[src/rtl/rom_link_codec.sv]
// Read-request codec between the ROM bus frontend and the FT232H command/response byte FIFOs.
// Optional build macro ROM_LINK_CSUM_EN: expect and verify a trailing XOR checksum byte per response.
module rom_link_codec #(
    parameter int         ADDR_W   = 32,
    parameter logic [7:0] SYNC_CMD = 8'hA5,
    parameter logic [7:0] SYNC_RSP = 8'h5A
) (
    input  logic              clk,
    input  logic              rst_n,
    input  logic              req_valid,
    output logic              req_ready,
    input  logic [ADDR_W-1:0] req_addr,
    input  logic [7:0]        req_len,
    input  logic              c_full,
    output logic              c_wr_en,
    output logic [7:0]        c_din,
    input  logic              r_empty,
    output logic              r_rd_en,
    input  logic [7:0]        r_dout,
    output logic              rsp_valid,
    input  logic              rsp_ready,
    output logic [63:0]       rsp_data,
    output logic              rsp_last,
    output logic              rsp_err
);
    localparam int FRAME_LEN = 3 + ADDR_W / 8;
    localparam int FRAME_W   = FRAME_LEN * 8;
    localparam int IDX_W     = $clog2(FRAME_LEN);
    localparam logic [IDX_W-1:0] LAST_IDX = IDX_W'(FRAME_LEN - 1);

    typedef enum logic [2:0] {
        S_IDLE,
        S_CMD,
        S_RSP_SYNC,
        S_RSP_DATA,
        S_RSP_OUT,
        S_RSP_CSUM
    } state_t;

    state_t             state_q, state_d;
    logic [FRAME_W-1:0] frame_q;     // command frame, shifted out MSB byte first
    logic [IDX_W-1:0]   cmd_idx_q;
    logic [2:0]         byte_cnt_q;  // data bytes captured in the current beat
    logic [8:0]         beat_cnt_q;  // beats remaining, including the current one
    logic               rd_pend_q;   // a response read was issued last cycle
    logic               final_beat;
    logic               data_done;

    assign final_beat = (beat_cnt_q == 9'd1);
    assign data_done  = rd_pend_q && (byte_cnt_q == 3'd7);

    // NOTE: flops use non-blocking assignments so every register samples pre-edge values.
    always_ff @(posedge clk or negedge rst_n) begin
        if (!rst_n) begin
            state_q <= S_IDLE;
        end else begin
            state_q <= state_d;
        end
    end

    // NOTE: every output of this block is defaulted first so no path infers a latch.
    always_comb begin
        state_d   = state_q;
        req_ready = 1'b0;
        c_wr_en   = 1'b0;
        c_din     = 8'h00;
        r_rd_en   = 1'b0;
        rsp_valid = 1'b0;
        unique case (state_q)
            S_IDLE: begin
                req_ready = 1'b1;
                if (req_valid) state_d = S_CMD;
            end
            S_CMD: begin
                c_din   = frame_q[FRAME_W-1 -: 8];
                c_wr_en = !c_full;
                if (!c_full && cmd_idx_q == LAST_IDX) state_d = S_RSP_SYNC;
            end
            S_RSP_SYNC: begin
                r_rd_en = !r_empty && !rd_pend_q;
                if (rd_pend_q) state_d = (r_dout == SYNC_RSP) ? S_RSP_DATA : S_RSP_OUT;
            end
            S_RSP_DATA: begin
                r_rd_en = !r_empty && !rd_pend_q;
                if (data_done) begin
`ifdef ROM_LINK_CSUM_EN
                    state_d = final_beat ? S_RSP_CSUM : S_RSP_OUT;
`else
                    state_d = S_RSP_OUT;
`endif
                end
            end
            S_RSP_OUT: begin
                rsp_valid = 1'b1;
                if (rsp_ready) state_d = rsp_last ? S_IDLE : S_RSP_DATA;
            end
            S_RSP_CSUM: begin
                r_rd_en = !r_empty && !rd_pend_q;
                if (rd_pend_q) state_d = S_RSP_OUT;
            end
            default: state_d = S_IDLE;
        endcase
    end

`ifdef ROM_LINK_CSUM_EN
    logic [7:0] csum_q;

    always_ff @(posedge clk or negedge rst_n) begin
        if (!rst_n) begin
            csum_q <= 8'h00;
        end else if (state_q == S_IDLE && req_valid) begin
            csum_q <= 8'h00;
        end else if (state_q == S_RSP_DATA && rd_pend_q) begin
            csum_q <= csum_q ^ r_dout;
        end
    end
`endif

    always_ff @(posedge clk or negedge rst_n) begin
        if (!rst_n) begin
            frame_q    <= '0;
            cmd_idx_q  <= '0;
            byte_cnt_q <= '0;
            beat_cnt_q <= '0;
            rd_pend_q  <= 1'b0;
            rsp_data   <= '0;
            rsp_last   <= 1'b0;
            rsp_err    <= 1'b0;
        end else begin
            rd_pend_q <= r_rd_en;
            unique case (state_q)
                S_IDLE: begin
                    if (req_valid) begin
                        frame_q    <= {SYNC_CMD, 8'h01, req_addr, req_len};
                        cmd_idx_q  <= '0;
                        byte_cnt_q <= '0;
                        beat_cnt_q <= {1'b0, req_len} + 9'd1;
                        rsp_last   <= 1'b0;
                        rsp_err    <= 1'b0;
                    end
                end
                S_CMD: begin
                    if (!c_full) begin
                        frame_q   <= frame_q << 8;
                        cmd_idx_q <= cmd_idx_q + 1'b1;
                    end
                end
                S_RSP_SYNC: begin
                    // A bad sync byte ends the request with a single error beat.
                    if (rd_pend_q && r_dout != SYNC_RSP) begin
                        rsp_data <= '0;
                        rsp_err  <= 1'b1;
                        rsp_last <= 1'b1;
                    end
                end
                S_RSP_DATA: begin
                    if (rd_pend_q) begin
                        rsp_data   <= {r_dout, rsp_data[63:8]};
                        byte_cnt_q <= byte_cnt_q + 3'd1;
`ifndef ROM_LINK_CSUM_EN
                        if (byte_cnt_q == 3'd7 && final_beat) rsp_last <= 1'b1;
`endif
                    end
                end
                S_RSP_OUT: begin
                    if (rsp_ready && !rsp_last) beat_cnt_q <= beat_cnt_q - 9'd1;
                end
`ifdef ROM_LINK_CSUM_EN
                S_RSP_CSUM: begin
                    if (rd_pend_q) begin
                        rsp_err  <= (csum_q != r_dout);
                        rsp_last <= 1'b1;
                    end
                end
`endif
                default: ;
            endcase
        end
    end

endmodule

[config.mk]
export PLATFORM = sky130hd
export DESIGN_NAME = rom_link_codec
export DESIGN_NICKNAME = d
export VERILOG_FILES = /design/src/rtl/rom_link_codec.sv
export SDC_FILE = /design/constraint.sdc
export NUM_CORES = 1
export LEC_CHECK = 0
export BUFFER_PORTS_ARGS = -buffer_cell sky130_fd_sc_hd__buf_2
export CORE_MARGIN = 3
export CORE_UTILIZATION = 54
export CTS_BUF_LIST = sky130_fd_sc_hd__clkbuf_16
export DETAILED_ROUTE_END_ITERATION = 6
export HOLD_SLACK_MARGIN = 0.15
export PLACE_DENSITY = 0.87
export SLEW_MARGIN = 20
export SYNTH_ARGS = -nofsm -noshare
export SYNTH_HDL_FRONTEND = slang
export SYNTH_SLANG_ARGS = --single-unit
[constraint.sdc]
create_clock -name clk -period 2.2 [get_ports clk]
set_input_delay 0.44 -clock clk [delete_from_list [all_inputs] [get_ports clk]]
set_output_delay 0.44 -clock clk [all_outputs]
set_load 0.03 [all_outputs]
=== Yosys cells after proc, flatten, opt, wreduce, memory -nomap -nowiden ===
Index checks and enable logic that the tools add are counted.

* Memories: 0
* Memory bits (read-only): 0
* Input bits: 54
* RAM bits: 0
* Logic and storage cells: 93
* Output and inout port bits: 78
* Flip-flop bits (word level): 141
* Bits in latches: 0

* Multiply operators: 0
* Reduce and logical (&&, ||, !) cells: 25
* Magnitude comparators: 0
* Add/sub/neg operators: 4
* Div/mod/pow operators: 0
* Multiplexer cells: 34
* Equal/unequal tests: 21
* Shift operators: 0
* Bitwise operators: 0

{| class="wikitable"
|+ Operators by type and width
! cell !! number
|-
| 2-to-1 mux 64 bit || 2
|-
| one-hot mux 64 bit (2 select lines) || 1
|-
| 2-to-1 mux 56 bit || 2
|-
| one-hot mux 56 bit (2 select lines) || 1
|-
| 2-to-1 mux 3 bit || 10
|-
| != test 2 bit (second input constant) || 11
|-
| 2-to-1 mux 9 bit || 2
|-
| one-hot mux 3 bit (6 select lines) || 1
|-
| one-hot mux 9 bit (2 select lines) || 1
|-
| AND reduction 3 bit || 5
|-
| == test 3 bit (second input constant) || 4
|-
| one-hot mux 3 bit (2 select lines) || 2
|-
| nonzero test 2 bit || 5
|-
| adder 8 x 1 -> 9 bit (second input constant) || 1
|-
| == test 9 x 1 -> 1 bit (second input constant) || 1
|-
| subtractor 9 x 1 -> 9 bit (second input constant) || 1
|-
| == test 8 x 7 -> 1 bit (second input constant) || 1
|-
| 2-to-1 mux 1 bit || 8
|-
| 2-to-1 mux 8 bit || 1
|-
| != test 8 x 7 -> 1 bit (second input constant) || 1
|-
| adder 3 x 1 -> 3 bit (second input constant) || 2
|-
| == test 3 x 2 -> 1 bit (second input constant) || 2
|-
| logical AND 1 bit || 6
|-
| AND reduction 6 bit || 1
|-
| other kinds (9) || 12
|}

=== Depth between registers and ports, before layout ===
Gate-level depths: netlist of the first run.

* Word-level depth: 5
* Gate-level depth with buffers: 7
* Mapped depth without buffers: 6

=== Worst setup path after synthesis of the first run ===
OpenSTA, ideal clock, no wires.

* Path kind: flip-flop to output port
* Start: reg state_q[0]
* End: out r_rd_en
* Setup slack: -0.076 ns
* Data required time: 1.760 ns
* Buffers on the path: 1
* Stages on the path, launching flop included: 5
* Data arrival time: 1.836 ns
* Path through: dfrtp_1 -> buf_4 -> inv_1 -> or3_1 -> a211oi_1

* Longest elaborated chain between the ends: 3
* Elaborated cells on any way between the ends: 5
* Those cells by class: 3 x eq/ne; 1 x mux; 1 x reduce/logical

{| class="wikitable"
|+ Ends and longest elaborated chain
! what !! RTL line !! source
|-
| start, declared || 40 || <nowiki>state_t state_q, state_d;</nowiki>
|-
| start signal, assigned || 57 || <nowiki>state_q <= state_d;</nowiki>
|-
| == test 3 bit or == test 3 x 2 -> 1 bit (tied branches) || 69 || <nowiki>unique case (state_q)</nowiki>
|-
| OR reduction 3 bit (no source line) * || n/a ||
|-
| 2-to-1 mux 1 bit * || n/a ||
|-
| end, declared || 18 || <nowiki>output logic r_rd_en,</nowiki>
|}

Mark *: on every way between the ends. The rest lies on a longest branch, timed or not.

=== Worst setup path after layout of the first run ===
* Start: reg state_q[2]
* End: out c_wr_en

* Longest elaborated chain between the ends: 2

{| class="wikitable"
|+ Ends and longest elaborated chain
! what !! RTL line !! source
|-
| == test 3 x 1 -> 1 bit || 69 ||
|-
| 2-to-1 mux 1 bit || 69 ||
|-
| end, declared || 15 || <nowiki>output logic c_wr_en,</nowiki>
|}

Every way passes these cells.

==> summary.md, run 1 <==
| Metric | Value |
|---|---|
| Clk pwr share | `0.293` |
| Vias per std cell | `5.84` |
| Mapped cell area | `6120 um2` |
| Detailed Route WL | `14.8 mm` |
| DRT Pass-1 Iters | `6` |
| Row count | `38` |
| Area fraction of the dominant cell type after synthesis | `0.576` |
| Worst skew pair latency | `410 ps` |
| Synth async-reset ratio | `1.00` |
| Metal3 WL | `944 um` |
| Synth Net Count | `620` |
| Outcome | `finished, final reports clean` |
| Syn_area_per_cell | `10.9 um2` |
| Setup violations, final | `0` |
| Critical Path RT | `1760 ps` |
| Global-route wire length before repair | `24.3 mm` |
| Remaining DRCs | `0` |
| Initial core utilization | `0.560` |
| Placed instance area | `6930 um2` |
| RSZ-0062 raised after global routing | `true` |
| Post-route ant nets | `0` |
| Clk sink count | `141` |
| Die Wd | `112 um` |
| Dominant synthesized flop cell | `dfrtp_1` |
| FMAX | `465 MHz` |
| Switch Pwr | `3.52 mW` |
| Worst-margin pin slew | `685 ps` |
| Die area | `12600 um2` |
| TritonCTS buffer count | `17` |
| Arr. time, crit path | `1710 ps` |
| Grt total ovfl | `0` |
| Per-cell routed wire length | `17.5 um` |
| Util after Layout | `0.696` |
| Place WS | `177 ps` |
| Layout cell share with drive strength beyond 1 | `0.285` |
| Core Area | `10900 um2` |
| RD Place Congestion | `0.851` |
| Max_cap viols | `0` |
| Fin. max-slew vios | `0` |
| DP HPWL | `9.76 mm` |
| Detailed-route via count | `4939` |
| Relative slew slack | `0.543` |
| Syn. warnings | `0` |
| Static Leak | `3.86 nW` |
| Clock skew | `9.78 ps` |
| Cell Pwr Density | `1290 nW/um2` |
| Crit Path Category | `reg2out` |
| Setup TNS | `0 ps` |
| Fill cells | `767` |
| Synth area leader | `dfrtp_1` |
| Synth Instances | `559` |
| Sw Ratio | `0.358` |
| Combinational power share | `0.319` |
| Worst-path clk slew | `60 ps` |
| Yosys cell types | `56` |
| Worst vdd ir | `0.841 mV` |
| Sequential power share | `0.388` |
| GRT Total Usage | `0.237` |
| Cells after DPL | `806` |
| Crit path max fanout | `7` |
| Port Buffers | `131` |
| WHS | `180 ps` |
| Leading post-synthesis cells by cell area | `dfrtp_1 58%, a22o_1 9.2%, mux2i_1 4.3%` |
| Count of final hold-check violations | `0` |
| Final Total Pwr | `9.84 mW` |
| Non-Filler Instances | `845` |
| Longest Clk Path Bufs | `2` |
| Min-Delay Path Class | `in2reg` |
| Largest net degree at the start of global routing | `66` |
| Initial antenna violation count | `0` |
| I/O pins | `132` |
| P_int | `6.32 mW` |
| Die height | `112 um` |
| Root Driver | `clkbuf_16` |
| H-tree depth | `4` |
| Vias in the first global route | `4813` |
| Syn-to-layout area delta | `24.3%` |
| Crit. End Element | `primary output` |
| Yosys reg bits | `141` |
| Nets | `754` |
| Post-synthesis sequential area ratio | `0.576` |
| Commonest non-fill, non-tap cell in the layout | `dfrtp_1` |
| Post-synth EDFFs | `0` |
| Final setup margin | `50.7 ps` |
| Min Tclk post-route | `2150 ps` |
| # diodes | `0` |
| Highest routed layer | `met4` |
| Finished Cell Area | `7610 um2` |
| WL met2 | `7.44 mm` |
| Most frequent cells in the layout | `138 x dfrtp_1, 128 x buf_2, 64 x a22o_1, 63 x nand2_1, 48 x nor2_1` |
| Clock tree from TritonCTS | `built` |
| Worst setup SP type | `flop` |
| M1 WL | `6.23 mm` |
| Tcrit/Tclk final | `0.977` |
| Drt first-iter violations | `500` |
-- worst paths after layout --
check | from | endpoint | slack, ps | depth (start not counted)
worst max-delay path | state_q[2] | c_wr_en | 50 | 3
worst min-delay path | r_empty | rd_pend_q | 180 | 2
worst max register to register | state_q[2] | state_q[1] | 100 | 5
worst min register to register | frame_q[40] | frame_q[48] | 460 | 2
max in group asynchronous | rst_n | frame_q[55] | 970 | 3
min in group asynchronous | rst_n | rsp_data[51] | 560 | 2
-- cell type report --
cell class | count | area [um2] | share of cell area
clock buffer | 17 | 425 | 0.0559
multi-input combinational | 371 | 2370 | 0.312
timing repair buffer | 155 | 912 | 0.120
clock inverter | 14 | 169 | 0.0222
sequential | 141 | 3530 | 0.464
inverter | 7 | 26.3 | 0.00345
tap | 140 | 175 | 0.0230
-- power groups by stage --
stage | Sequential (mW) | Combinational [mW] | Clock (mW)
detailed placement | 3.88 | 2.90 | 0
floorplan | 3.83 | 2.12 | 0
global placement | 3.82 | 2.79 | 0
CTS | 3.81 | 3.10 | 2.93
finish | 3.82 | 3.14 | 2.89
global route | 3.91 | 3.45 | 3.05
-- critical path, cell delays in order (launching register included) --
cell,delay [ps]
dfrtp_2,470
or4b_4,560
inv_2,110
buf_4,160
-- state kept, by name, indices dropped and copies added (netlist names) --
name and count:
state_q 3, rsp_err 1, byte_cnt_q 3, beat_cnt_q 9, rsp_data 64, rsp_last 1, cmd_idx_q 3, frame_q 56
rd_pend_q 1
-- kinds of logic (layout without fill, tap and decap cells) --
| group | Yosys count | after routing | share of synthesized area |
|---|---|---|---|
| adder cells (fa/ha/maj) | 7 | 7 | 0.0143 |
| buffers and inverters | 47 | 193 | 0.0401 |
| AND/OR/NAND/NOR | 186 | 186 | 0.146 |
| AO/OA/AOI/OAI | 143 | 143 | 0.167 |
| multiplexers | 28 | 28 | 0.0462 |
| XOR/XNOR | 7 | 7 | 0.0100 |
| flip-flops | 141 | 141 | 0.576 |
-- layer usage --
metal,up-vias,global-route usage
met1,2454,0.318
met2,185,0.383
met3,21,0.0604
met5,-,0
met4,0,0.0729
li1,2279,-
-- synthesized netlist by cell type, drive strengths merged, types with 2 or more instances --
cell and count:
dfrtp 141, a22o 64, nand2 63, nor2 48, a21oi 32, buf 29
mux2i 26, nand3 25, o21ai 22, and3 12, clkbuf 11, ha 7
inv 7, o22ai 7, nor3 6, nor2b 5, and2 4, nand4 4
or4b 4, xnor2 4, a31oi 3, nand2b 3, xor2 3, a221o 2
and4bb 2, mux2 2, o21a 2
-- repair_timing --
item | in CTS | in global routing
endpoints found under the setup margin | 7 | 3
setup buffers | 6 | 1
hold endpoints to repair | 51 | 0
gates resized for setup | 6 | 4
hold buffers | 1 | 0
pin swaps | 0 | 1
(Power assumes the default switching activity.)
==> run 2, diff against run 1 <==
ABC_AREA = 1   (was not set)
CORE_UTILIZATION = 59   (was 54)
PLACE_DENSITY = 0.93   (was 0.87)
clock period = 2.6 ns   (was 2.2 ns; I/O delays follow)
==> summary.md, run 2 <==
| Metric | Value |
|---|---|
| Initial core utilization | `0.607` |
| DP HPWL | `10.0 mm` |
| Worst-margin pin slew | `492 ps` |
| Arr. time, crit path | `1900 ps` |
| Worst vdd ir | `0.703 mV` |
| Drt first-iter violations | `385` |
| Highest routed layer | `met4` |
| H-tree depth | `4` |
| I/O pins | `132` |
| Largest register FFs | `64` |
| WHS | `324 ps` |
| Detailed-route via count | `5519` |
| RD Place Congestion | `0.924` |
| Clock skew | `12.1 ps` |
| Buffer and inverter count on the worst path | `3` |
| Worst setup SP type | `flop` |
| Largest net degree at the start of global routing | `62` |
| Syn_area_per_cell | `8.16 um2` |
| Port Buffers | `131` |
| Relative slew slack | `0.672` |
| Dominant synthesized flop cell | `dfrtp_1` |
| Slowest stage delay, CP | `420 ps` |
| Clock tree from TritonCTS | `built` |
| Nets | `964` |
| Crit path max fanout | `6` |
| Leading post-synthesis cells by cell area | `dfrtp_1 56%, nand2_1 19%, inv_1 4.4%` |
| Fin. max-slew vios | `0` |
| Synth top cells by count | `312 x nand2_1, 141 x dfrtp_1, 73 x inv_1` |
| DRT Pass-1 Iters | `5` |
| Non-Filler Instances | `1052` |
| # diodes | `0` |
| Slowest stage cell on the critical path | `dfrtp_1` |
| Vias per std cell | `5.25` |
| Count leader, synth | `nand2_1` |
| Initial antenna violation count | `0` |
| Post-synth EDFFs | `0` |
| Tcrit/Tclk final | `0.930` |
| Commonest non-fill, non-tap cell in the layout | `nand2_1` |
| Regs by FF count | `rsp_data x64, frame_q x56, beat_cnt_q x9` |
| Most flop-heavy register | `rsp_data` |
| Count of final hold-check violations | `0` |
| Syn. warnings | `0` |
| Core Area | `10400 um2` |
| Fill cells | `793` |
| FF-to-FF path depth | `8` |
| Flop-to-flop setup slack | `460 ps` |
| Post-CTS setup buffers | `0` |
| Yosys reg bits | `141` |
| Root Driver | `clkbuf_16` |
| Setup violations, final | `0` |
| Critical Path RT | `2080 ps` |
| Yosys cell types | `27` |
| Cells after DPL | `1017` |
| Remaining DRCs | `0` |
| Mapped cell area | `6300 um2` |
| Max_cap viols | `0` |
| Vias in the first global route | `5057` |
| WL met2 | `7.32 mm` |
| Die Wd | `109 um` |
| Hold EP | `rsp_data[62]` |
| Longest Clk Path Bufs | `2` |
| RSZ-0062 raised after global routing | `false` |
| RR Startpoint | `state_q[1]` |
| Worst path cell trace | `inv_2 > nand2_1 > nor2_4 > clkinvlp_4 > nor2_1 > buf_2` |
| M1 WL | `6.27 mm` |
| Setup TNS | `0 ps` |
| Die area | `11900 um2` |
| Hold depth | `3` |
| Post-route ant nets | `0` |
| Min-Delay Path Class | `in2reg` |
| Area fraction of the dominant cell type after synthesis | `0.560` |
| Grt total ovfl | `0` |
| Outcome | `finished, final reports clean` |
| Clk sink count | `141` |
| GRT Total Usage | `0.252` |
| Post-synthesis sequential area ratio | `0.560` |
| FMAX | `413 MHz` |
| Die height | `109 um` |
| Synth area leader | `dfrtp_1` |
| TritonCTS buffer count | `17` |
| Crit. End Element | `primary output` |
| Layout cell share with drive strength beyond 1 | `0.209` |
| RR Endpoint | `frame_q[23]` |
| CP top delay family | `buffers and inverters` |
| Min Tclk post-route | `2420 ps` |
| Synth async-reset ratio | `1.00` |
| Detailed Route WL | `14.8 mm` |
| Synth Instances | `772` |
| Hold Startpoint | `r_dout[6]` |
| Global-route wire length before repair | `23.6 mm` |
| Static Leak | `4.13 nW` |
| Worst skew pair latency | `410 ps` |
| Synth Net Count | `833` |
| Metal3 WL | `842 um` |
| Most frequent cells in the layout | `312 x nand2_1, 141 x dfrtp_1, 130 x buf_2, 73 x inv_1, 56 x nor2_1` |
| Worst-path clk slew | `60 ps` |
| Row count | `37` |
| Cell Pwr Density | `1380 nW/um2` |
| Per-cell routed wire length | `14.1 um` |
| Syn-to-layout area delta | `21.4%` |
| Crit Path Category | `reg2out` |
[run 2: routing by layer]
metal / track usage / vias up
li1: - / 2705
met1: 0.339 / 2613
met2: 0.409 / 168
met3: 0.0470 / 33
met4: 0.0997 / 0
met5: 0 / -
[run 2: kinds of logic (layout without fill, tap and decap cells)]
logic type / after synthesis / in the layout / synth area share
adder cells (fa/ha/maj): 7 / 7 / 0.0139
flip-flops: 141 / 141 / 0.560
AO/OA/AOI/OAI: 99 / 99 / 0.0938
buffers and inverters: 111 / 255 / 0.0723
AND/OR/NAND/NOR: 413 / 413 / 0.258
XOR/XNOR: 1 / 1 / 0.00139
[run 2: final cells by class]
class	count	area, um2	share of cell area
inverters	79	300	0.0393
multi-input cells	520	2320	0.304
flip-flops and latches	141	3530	0.462
repair buffers	142	785	0.103
clock buffers	17	425	0.0556
repair inverters	2	12.5	0.00164
clock inverters	15	101	0.0133
well taps	136	170	0.0223
[run 2: stage by stage]
stage                     cell area (um2)  utilization  setup slack [ps]  power, mW
final                                7640        0.737               181       10.5
after global routing                 7640        0.737              58.8       11.3
after CTS                            7620        0.735               133       10.5
after detailed placement             7090        0.683               579       8.34
after global placement               7090        0.683               637       8.15
after floorplan                      6300            -               688       7.04
[run 2: how the worst max path moves through the flow]
stage	from	end	slack [ps]	cells past startpoint
6_report	state_q[1]	c_din[5]	180	6
5_1_grt	state_q[1]	c_wr_en	60	6
4_1_cts	state_q[1]	c_din[7]	130	6
3_5_place_dp	state_q[1]	c_din[7]	580	6
3_3_place_gp	state_q[1]	c_din[2]	640	6
2_1_floorplan	state_q[1]	c_din[0]	690	6
[run 2: where the power goes]
group          internal, mW  total [mW]  leakage [nW]  switching, mW
logic                  1.31        4.52          2.16           3.21
registers              3.23        3.89          1.72          0.658
clock network          1.21        2.13         0.258          0.921
total                  5.75        10.5          4.13           4.79
[run 2: worst min-delay path: stages]
cell,delay [ps]
buf_2,90
nand2_1,50
nand2_1,50
[run 2: what timing repair did]
item | 4_1_cts | 5_1_grt
gates resized for setup | 0 | 4
hold buffers | 1 | 0
hold endpoints to repair | 50 | 0
endpoints found under the setup margin | 0 | 8
